**config.mk**
```make
export PLATFORM = sky130hd
export DESIGN_NAME = clk_ratio_monitor
export DESIGN_NICKNAME = d
export VERILOG_FILES = /design/src/rtl/clk_mon_pkg.sv /design/src/rtl/clk_ratio_monitor_edge_sampler.sv /design/src/rtl/clk_ratio_monitor.sv
export SDC_FILE = /design/constraint.sdc
export NUM_CORES = 1
export LEC_CHECK = 0
export ABC_AREA = 1
export CAP_MARGIN = 10
export CORE_MARGIN = 4
export CORE_UTILIZATION = 25
export CTS_CLUSTER_DIAMETER = 60
export DETAILED_ROUTE_END_ITERATION = 8
export GPL_TIMING_DRIVEN = 1
export SYNTH_ARGS = -nofsm -noshare
export SYNTH_HDL_FRONTEND = slang
export SYNTH_SLANG_ARGS = --single-unit
```
**constraint.sdc**
```tcl
create_clock -name i_ref_clk -period 1.38 [get_ports i_ref_clk]
set_input_delay 0.276 -clock i_ref_clk [delete_from_list [all_inputs] [get_ports i_ref_clk]]
set_output_delay 0.276 -clock i_ref_clk [all_outputs]
set_load 0.005 [all_outputs]
```
**src/rtl/clk_mon_pkg.sv**
```systemverilog
// Shared types and constants for the divided-clock ratio monitor.
// Latency: n/a (package only).
// Backpressure: none.
package clk_mon_pkg;

    typedef enum logic {
        IDLE    = 1'b0,
        MEASURE = 1'b1
    } mon_state_e;

    localparam int unsigned DEF_RATIO_WIDTH = 5;
    localparam int unsigned DEF_LOCK_COUNT  = 3;
    localparam int unsigned MIN_RATIO       = 2;

    // Largest count a RATIO_WIDTH-bit period counter can hold.
    function automatic int unsigned cnt_max(input int unsigned width);
        return (32'd1 << width) - 32'd1;
    endfunction

endpackage

```
**src/rtl/clk_ratio_monitor_edge_sampler.sv**
```systemverilog
// Samples the monitored clock as data and flags its rising edges; DIV_CLK_SYNC_EN adds a 2-flop synchronizer.
// Latency: rise_o is high one cycle after capture (three with the synchronizer).
// Backpressure: none.
module edge_sampler
    import clk_mon_pkg::*;
(
    input  logic clk_i,
    input  logic rst_ni,
    input  logic sig_i,
    output logic rise_o
);

    logic sample_in;
    logic s_cur_q;
    logic s_prev_q;

`ifdef DIV_CLK_SYNC_EN
    logic [1:0] sync_q;

    always_ff @(posedge clk_i or negedge rst_ni) begin
        if (!rst_ni) begin
            sync_q <= 2'b00;
        end else begin
            sync_q <= {sync_q[0], sig_i};
        end
    end

    assign sample_in = sync_q[1];
`else
    assign sample_in = sig_i;
`endif

    always_ff @(posedge clk_i or negedge rst_ni) begin
        if (!rst_ni) begin
            s_cur_q  <= 1'b0;
            s_prev_q <= 1'b0;
        end else begin
            s_cur_q  <= sample_in;
            s_prev_q <= s_cur_q;
        end
    end

    assign rise_o = s_cur_q & ~s_prev_q;

endmodule

```
**src/rtl/clk_ratio_monitor.sv**
```systemverilog
// Recovers the division ratio of i_div_clk in i_ref_clk cycles, with lock and sticky timeout; DIV_CLK_SYNC_EN selects a synchronized input.
// Latency: edge launched at k gives o_ratio_valid in k+2 (k+4 with DIV_CLK_SYNC_EN).
// Backpressure: none; o_ratio_valid is a single-cycle pulse.
module clk_ratio_monitor
    import clk_mon_pkg::*;
#(
    parameter int unsigned RATIO_WIDTH = DEF_RATIO_WIDTH,
    parameter int unsigned LOCK_COUNT  = DEF_LOCK_COUNT
) (
    input  logic                   i_ref_clk,
    input  logic                   i_rst_n,
    input  logic                   i_mon_en,
    input  logic                   i_div_clk,
    output logic [RATIO_WIDTH-1:0] o_ratio,
    output logic                   o_ratio_valid,
    output logic                   o_locked,
    output logic                   o_timeout
);

    localparam logic [RATIO_WIDTH-1:0] CNT_MAX  = RATIO_WIDTH'(cnt_max(RATIO_WIDTH));
    localparam logic [RATIO_WIDTH-1:0] CNT_ONE  = RATIO_WIDTH'(1);
    localparam logic [2:0]             LOCK_CNT = 3'(LOCK_COUNT);

    mon_state_e             state_q, state_d;
    logic [RATIO_WIDTH-1:0] cnt_q, cnt_d;
    logic [RATIO_WIDTH-1:0] ratio_q, ratio_d;
    logic [2:0]             match_q, match_d;
    logic                   valid_q, valid_d;
    logic                   locked_q, locked_d;
    logic                   timeout_q, timeout_d;
    logic                   rise;
    logic [2:0]             match_next;

    edge_sampler u_sampler (
        .clk_i  (i_ref_clk),
        .rst_ni (i_rst_n),
        .sig_i  (i_div_clk),
        .rise_o (rise)
    );

    // match_q==0 marks the first measurement after IDLE, which always restarts the run.
    always_comb begin
        match_next = 3'd1;
        if ((match_q != 3'd0) && (cnt_q == ratio_q)) begin
            match_next = (match_q < LOCK_CNT) ? match_q + 3'd1 : LOCK_CNT;
        end
    end

    always_comb begin
        state_d   = state_q;
        cnt_d     = cnt_q;
        ratio_d   = ratio_q;
        match_d   = match_q;
        valid_d   = 1'b0;
        locked_d  = locked_q;
        timeout_d = timeout_q;
        if (!i_mon_en) begin
            state_d   = IDLE;
            cnt_d     = '0;
            match_d   = 3'd0;
            locked_d  = 1'b0;
            timeout_d = 1'b0;
        end else begin
            case (state_q)
                IDLE: begin
                    if (rise) begin
                        cnt_d   = CNT_ONE;
                        state_d = MEASURE;
                    end
                end
                MEASURE: begin
                    if (rise) begin
                        ratio_d   = cnt_q;
                        valid_d   = 1'b1;
                        cnt_d     = CNT_ONE;
                        timeout_d = 1'b0;
                        match_d   = match_next;
                        locked_d  = (match_next >= LOCK_CNT);
                    end else if (cnt_q == CNT_MAX) begin
                        timeout_d = 1'b1;
                        locked_d  = 1'b0;
                        match_d   = 3'd0;
                        cnt_d     = '0;
                        state_d   = IDLE;
                    end else begin
                        // Saturation at CNT_MAX is implied: reaching it without an edge is a timeout.
                        cnt_d = cnt_q + CNT_ONE;
                    end
                end
                default: state_d = IDLE;
            endcase
        end
    end

    always_ff @(posedge i_ref_clk or negedge i_rst_n) begin
        if (!i_rst_n) begin
            state_q   <= IDLE;
            cnt_q     <= '0;
            ratio_q   <= '0;
            match_q   <= 3'd0;
            valid_q   <= 1'b0;
            locked_q  <= 1'b0;
            timeout_q <= 1'b0;
        end else begin
            state_q   <= state_d;
            cnt_q     <= cnt_d;
            ratio_q   <= ratio_d;
            match_q   <= match_d;
            valid_q   <= valid_d;
            locked_q  <= locked_d;
            timeout_q <= timeout_d;
        end
    end

    assign o_ratio       = ratio_q;
    assign o_ratio_valid = valid_q;
    assign o_locked      = locked_q;
    assign o_timeout     = timeout_q;

endmodule
```
==> metrics.csv, run 1 <==
metric,value,unit
status,"complete, but fails checks",
violations,negative setup slack,
yosys.area.top_type,dfrtp_1,
dr.pass1.iters,4,
regArea,475.5,um^2
hold_path.class,input port to async pin,
cp.required,1.53,ns
io_pins,12,
portBuffers,11,
wl,2035,um
clk_latency,0.25,ns
area_growth,41.38,%
wl_per_cell,10.28,um
drt.antenna.violating_nets,0,
grt_max_degree,20,
grt_pass1_vias,833,
root_buffer,clkbuf_8,
drc,0,
multi_input_area,451.7,um^2
setup_slack,-0.02147,ns
p_per_area,1006,mW/mm^2
syn_inst,116,
cts_sinks,19,
ys_types,20,
drt_iter0_drc,18,
ys_seq_area_share,49.61,%
drv_slew,0,
cp.arrival,1.55,ns
vias,842,
viasPerCell,4.253,
syn_area,958.4,um^2
skew,0.003641,ns
die_h,69.92,um
maxCapViolCount,0,
die_area,0.004888,mm^2
die_x,69.92,um
start_util,25.98,%
path_max_fanout,3,
clk_pin_slew,0.07,ns
fin_cells,198,
finalHoldViolCount,0,
slew_headroom,83.35,%
final_nets,159,
cp_slowest_stage_delay,0.36,ns
layout_commonest_cell,nand2_1,
worst_setup_path_end_kind,register,
grt_util_all_layers,9.238,%
finalCritPeriodShare,101.6,%
n_antenna_cell,0,
drive_above_1_share,29.33,%
max_freq,713.5,MHz
ys_ff_latch,19,
ys_warn_count,0,
avgSynthCellArea,8.262,um^2
grt_antenna_before_repair,0,
rows,22,
cts.path.max_buffers,2,
cts_buffers,3,
yosys-top-cells-area,"dfrtp_1 50%, nand2_1 14%, inv_1 5.5%",
crit_path_start_kind,register,
grt_pass1_wl,3622,um
synth_top_area_share,49.61,%
cts_tree,yes,
cp_slowest_cell,dfrtp_1,
rsz0062_at_grt,true,
p_leak,0.6552,nW
critPathTopFamily,adder cells,
synth_fp_nets,124,
setup_violations,1,
dp_cells,188,
dp_hpwl,1530,um
htreeDepth,1,
path_class,register to register,
core_area,0.003689,mm^2
mostFrequentLayoutCells,"34 x nand2_1, 19 x dfrtp_1, 19 x buf_4, 13 x inv_1, 9 x o21ai_1",
path_buf_inv,2,
place_congestion,0.7929,
cp_cell_sequence,ha_2 -> nand2_1 -> nor2_1 -> ha_2 -> inv_2 -> nand2_4 -> buf_6 -> a21boi_2 -> nor2_1 -> nand2_1,
peakVddDrop,0.6624,mV
worst_pin_slew,0.2498,ns
nFillCells,402,
post-route-min-period,1.401,ns
setup-tns-final,-0.02147,ns
gr-total-overflow,0,
[worst paths after layout]
kind / start / to / slack (ns) / cells past startpoint
worst max-delay path: cnt_q[0] / o_locked / -0.02 / 10
worst min-delay path: i_rst_n / o_ratio[2] / 0.35 / 2
worst max register to register: cnt_q[0] / o_locked / -0.02 / 10
worst min register to register: u_sampler.s_cur_q / u_sampler.s_prev_q / 0.39 / 0
max in group asynchronous: i_rst_n / o_timeout / 0.82 / 2
min in group i_ref_clk: u_sampler.s_cur_q / u_sampler.s_prev_q / 0.39 / 0
[timing repair]
action | in CTS | in global routing
gates resized for setup | 13 | 8
hold buffers | 0 | 0
setup endpoints to repair | 13 | 9
hold endpoints to repair | 0 | 0
setup buffers | 5 | 1
pin swaps | 3 | 3
[cell usage after synthesis]
cell type   n
nand2_1    37
dfrtp_1    19
inv_1      14
o21ai_1     9
nor2_1      8
ha_1        4
inv_2       4
nand3_1     3
nor2_2      3
o22ai_1     3
a21oi_1     2
nor2_4      2
a21boi_2    1
buf_4       1
nand3_2     1
o211ai_1    1
o21ai_0     1
o31ai_1     1
xnor2_1     1
xor2_1      1
[state kept, by name (all words and copies together), names as in the netlist]
register            count
cnt_q                   5
o_ratio                 5
match_q                 3
o_locked                1
o_ratio_valid           1
o_timeout               1
state_q                 1
u_sampler.s_cur_q       1
u_sampler.s_prev_q      1
[per-layer routing]
| layer | vias to the layer above | GRT usage, % | share of wire, % |
|---|---|---|---|
| met3 | 5 | 1.583 | 2.1 |
| li1 | 433 | - | - |
| met5 | - | 0 | 0 |
| met1 | 393 | 10.83 | 46 |
| met2 | 11 | 15.01 | 48 |
| met4 | 0 | 6.809 | 3.0 |
[final cells by class]
| class | instances | area share [%] |
|---|---|---|
| repair buffers | 31 | 18.84 |
| clock buffers | 4 | 3.324 |
| flip-flops and latches | 19 | 35.09 |
| inverters | 18 | 4.986 |
| well taps | 48 | 4.432 |
| multi-input cells | 78 | 33.33 |
[cell families after synthesis]
kind of cell | after synthesis | synth area share, %
simple gates | 54 | 24.54
buf+inv | 19 | 7.833
flops | 19 | 49.61
compound gates | 18 | 10.97
fa+ha+maj | 4 | 5.222
xor+xnor | 2 | 1.828
[stage by stage]
step,worst slack [ns],power [mW],util [%],instance area (um^2),hold slack (ns)
after detailed placement,-0.1415,0.9557,33.24,1226,0.3797
after global placement,-0.07553,0.9453,33.24,1226,0.3647
after global routing,-0.1011,1.457,36.74,1355,0.3704
final,-0.02147,1.363,36.74,1355,0.3487
after floorplan,0.02087,0.7936,-,958.4,-0.01959
after CTS,-0.02285,1.368,35.65,1315,0.3595
[power breakdown]
group	leakage (nW)	internal [mW]	switching, mW
logic	0.382	0.168	0.169
registers	0.250	0.609	0.0279
clock network	0.0228	0.205	0.185
total	0.655	0.982	0.381
(Power assumes the default switching activity.)
==> run 2, diff against run 1 <==
--- a/config.mk
+++ b/config.mk
@@ -5,7 +5,7 @@
 export SDC_FILE = /design/constraint.sdc
 export NUM_CORES = 1
 export LEC_CHECK = 0
-export ABC_AREA = 1
+export ABC_AREA = 0
 export CAP_MARGIN = 10
 export CORE_MARGIN = 4
 export CORE_UTILIZATION = 25
==> run 2 against run 1 <==
- sequential share of layout area is 0.69 points higher
- core utilization decreased by 0.71 points
- the flow still finishes with violations (negative setup slack)
- critical endpoint is now cnt_q[2]
- combinational power down 60%
- clock skew about the same
==> metrics.csv, run 2 <==
metric,value,unit,change
die_x,69.96,um,about the same
finalHoldViolCount,0,,unchanged
yosysMostFrequentCell,dfrtp_1,,
grt_antenna_before_repair,0,,unchanged
status,"complete, but fails checks",,
gr-total-overflow,0,,unchanged
drv_slew,0,,unchanged
cts_buffers,3,,unchanged
synthTopCellsByCount,"19 x dfrtp_1, 6 x inv_1, 6 x nand3_1",,
p_per_area,833.3,mW/mm^2,-17%
async_reset_ff_share,100.0,%,unchanged
drive_above_1_share,33.05,%,+3.7 points
skew,0.003702,ns,+0.00006131 ns
core_area,0.003689,mm^2,unchanged
wl,1974,um,-3.0%
syn_area,959.7,um^2,+0.13%
dp_hpwl,1429,um,-6.6%
ys_seq_area_share,49.54,%,-0.065 points
maxCapViolCount,0,,unchanged
hold_path.class,input port to async pin,,
clk_latency,0.25,ns,about the same
synth_top_area_share,49.54,%,-0.065 points
mostFrequentLayoutCells,"19 x dfrtp_1, 19 x buf_4, 7 x dlygate4sd2_1, 6 x inv_1, 6 x nand3_1",,
syn_inst,86,,-26%
yosys-top-cells-area,"dfrtp_1 50%, mux2_2 5.9%, ha_1 5.2%",,
ys.flop_type,dfrtp_1,,
io_pins,12,,unchanged
start_util,26.02,%,+0.034 points
cts_sinks,19,,unchanged
worst_pin_slew,0.3817,ns,+0.1319 ns
pre_cts_slack,-0.1891,ns,-0.04767 ns
place_congestion,0.8040,,+1.4%
cts.path.max_buffers,2,,unchanged
cts_tree,yes,,
wl_per_cell,11.89,um,+16%
crit_path_start_kind,register,,
grt_max_degree,20,,unchanged
p_leak,0.6600,nW,+0.73%
root_buffer,clkbuf_8,,
peakVddDrop,0.5660,mV,-15%
portBuffers,11,,unchanged
die_h,69.96,um,about the same
rsz0062_at_grt,true,,
post-route-min-period,1.561,ns,+0.1595 ns
cp.arrival,1.74,ns,+0.19 ns
die_area,0.004894,mm^2,+0.11%
path_max_fanout,4,,+1
viasPerCell,4.530,,+6.5%
final_nets,127,,-20%
ys_types,31,,+55%
synth_edf_count,0,,unchanged
drt_iter0_drc,26,,+8
path_class,register to register,,
worst_setup_path_end_kind,register,,
p_total,1.107,mW,-19%
setup_violations,9,,+8
finalCritPeriodShare,113.1,%,+12 points
cp.required,1.56,ns,+0.03 ns
n_antenna_cell,0,,unchanged
ys_warn_count,0,,unchanged
drt.antenna.violating_nets,0,,unchanged
htreeDepth,1,,unchanged
clk_pin_slew,0.07,ns,about the same
setup-tns-final,-0.8092,ns,-0.7877 ns
yosys.area.top_type,dfrtp_1,,
avgSynthCellArea,11.16,um^2,+35%
grt_pass1_vias,801,,-3.8%
utilization,36.02,%,-0.71 points
max_freq,640.6,MHz,-10%
dr.pass1.iters,4,,unchanged
area_growth,38.46,%,
vias,752,,-11%
drc,0,,unchanged
setup_slack,-0.1810,ns,-0.1595 ns
slew_headroom,74.28,%,-9.1 points
rows,22,,unchanged
synth_fp_nets,94,,-24%
ys_ff_latch,19,,unchanged
grt_util_all_layers,9.085,%,-0.15 points
grt_pass1_wl,3512,um,-3.0%
violations,negative setup slack,,
==> run 2: cell count changes after synthesis, moves of 4 or more <==
cell	delta
nand2_1	-34
inv_1	-8
o21ai_1	-7
mux2_2	+5
inv_2	-4
==> run 2: logic make-up (layout without fill, tap and decap cells) <==
logic type	Yosys count	after routing	synth area share (%)
AO/OA/AOI/OAI	16	16	10.43
XOR/XNOR	5	5	4.564
adder cells (fa/ha/maj)	4	4	5.215
buffers and inverters	8	40	4.303
flip-flops	19	19	49.54
multiplexers	7	7	7.953
AND/OR/NAND/NOR	27	27	17.99
==> run 2: report_power, final <==
part / internal [mW] / total, mW / switching, mW / leakage (nW)
Sequential: 0.575 / 0.588 / 0.0137 / 0.258
Clock: 0.205 / 0.384 / 0.179 / 0.0228
Combinational: 0.0694 / 0.135 / 0.0652 / 0.380
==> run 2: timing repair <==
item,in CTS,in global routing
hold buffers,0,0
pin swaps,6,4
gates resized for setup,10,3
setup endpoints to repair,15,11
setup buffers,7,1
==> run 2: final timing paths <==
check	startpoint	to	slack (ns)	depth (start not counted)
setup / recovery	cnt_q[0]	cnt_q[2]	-0.18	7
hold / removal	i_rst_n	cnt_q[1]	0.35	2
hold reg to reg	u_sampler.s_cur_q	u_sampler.s_prev_q	0.48	0
min in group i_ref_clk	i_div_clk	u_sampler.s_cur_q	0.46	1
max in group asynchronous	i_rst_n	o_ratio[1]	0.83	2
setup reg to reg	cnt_q[0]	cnt_q[2]	-0.18	7
==> run 2: final cells by class <==
cell class	count	area, um^2
Timing Repair Buffer	30	246.5
Sequential cell	19	475.5
Multi-Input combinational cell	59	479.2
Fill cell	390	2360
Inverter	6	22.52
Tap cell	48	60.06
Clock buffer	4	45.04
==> run 2: through the flow <==
step	std cells	hold WS, ns	instance area [um^2]
finish	166	0.3483	1329
global route	166	0.3674	1329
CTS	166	0.3535	1323
detailed placement	155	0.4666	1226
global placement	155	0.4522	1226
floorplan	86	-0.01959	984.7
==> run 2: worst max-delay path: stages (launching register included) <==
cell and delay [ns]:
dfrtp_1 0.39, ha_2 0.19, and3_4 0.18, ha_4 0.16, or2b_1 0.27, nor3b_2 0.16, a21oi_1 0.06, nor2_1 0.09
==> run 2: per-layer routing <==
layer | vias up | share of wire [%] | GRT usage [%]
met5 | - | 0 | 0
met4 | 0 | 1.3 | 5.106
met3 | 2 | 4.7 | 2.446
met2 | 23 | 53 | 16.05
met1 | 364 | 41 | 9.666
li1 | 363 | - | -
==> run 3, diff against run 2 <==
--- a/config.mk
+++ b/config.mk
@@ -6,7 +6,7 @@
 export NUM_CORES = 1
 export LEC_CHECK = 0
 export ABC_AREA = 0
-export CAP_MARGIN = 10
+export CAP_MARGIN = 30
 export CORE_MARGIN = 4
 export CORE_UTILIZATION = 25
 export CTS_CLUSTER_DIAMETER = 60
==> results of run 3 <==
Same layout as run 2: the final DEF is identical, and so are final timing and power.
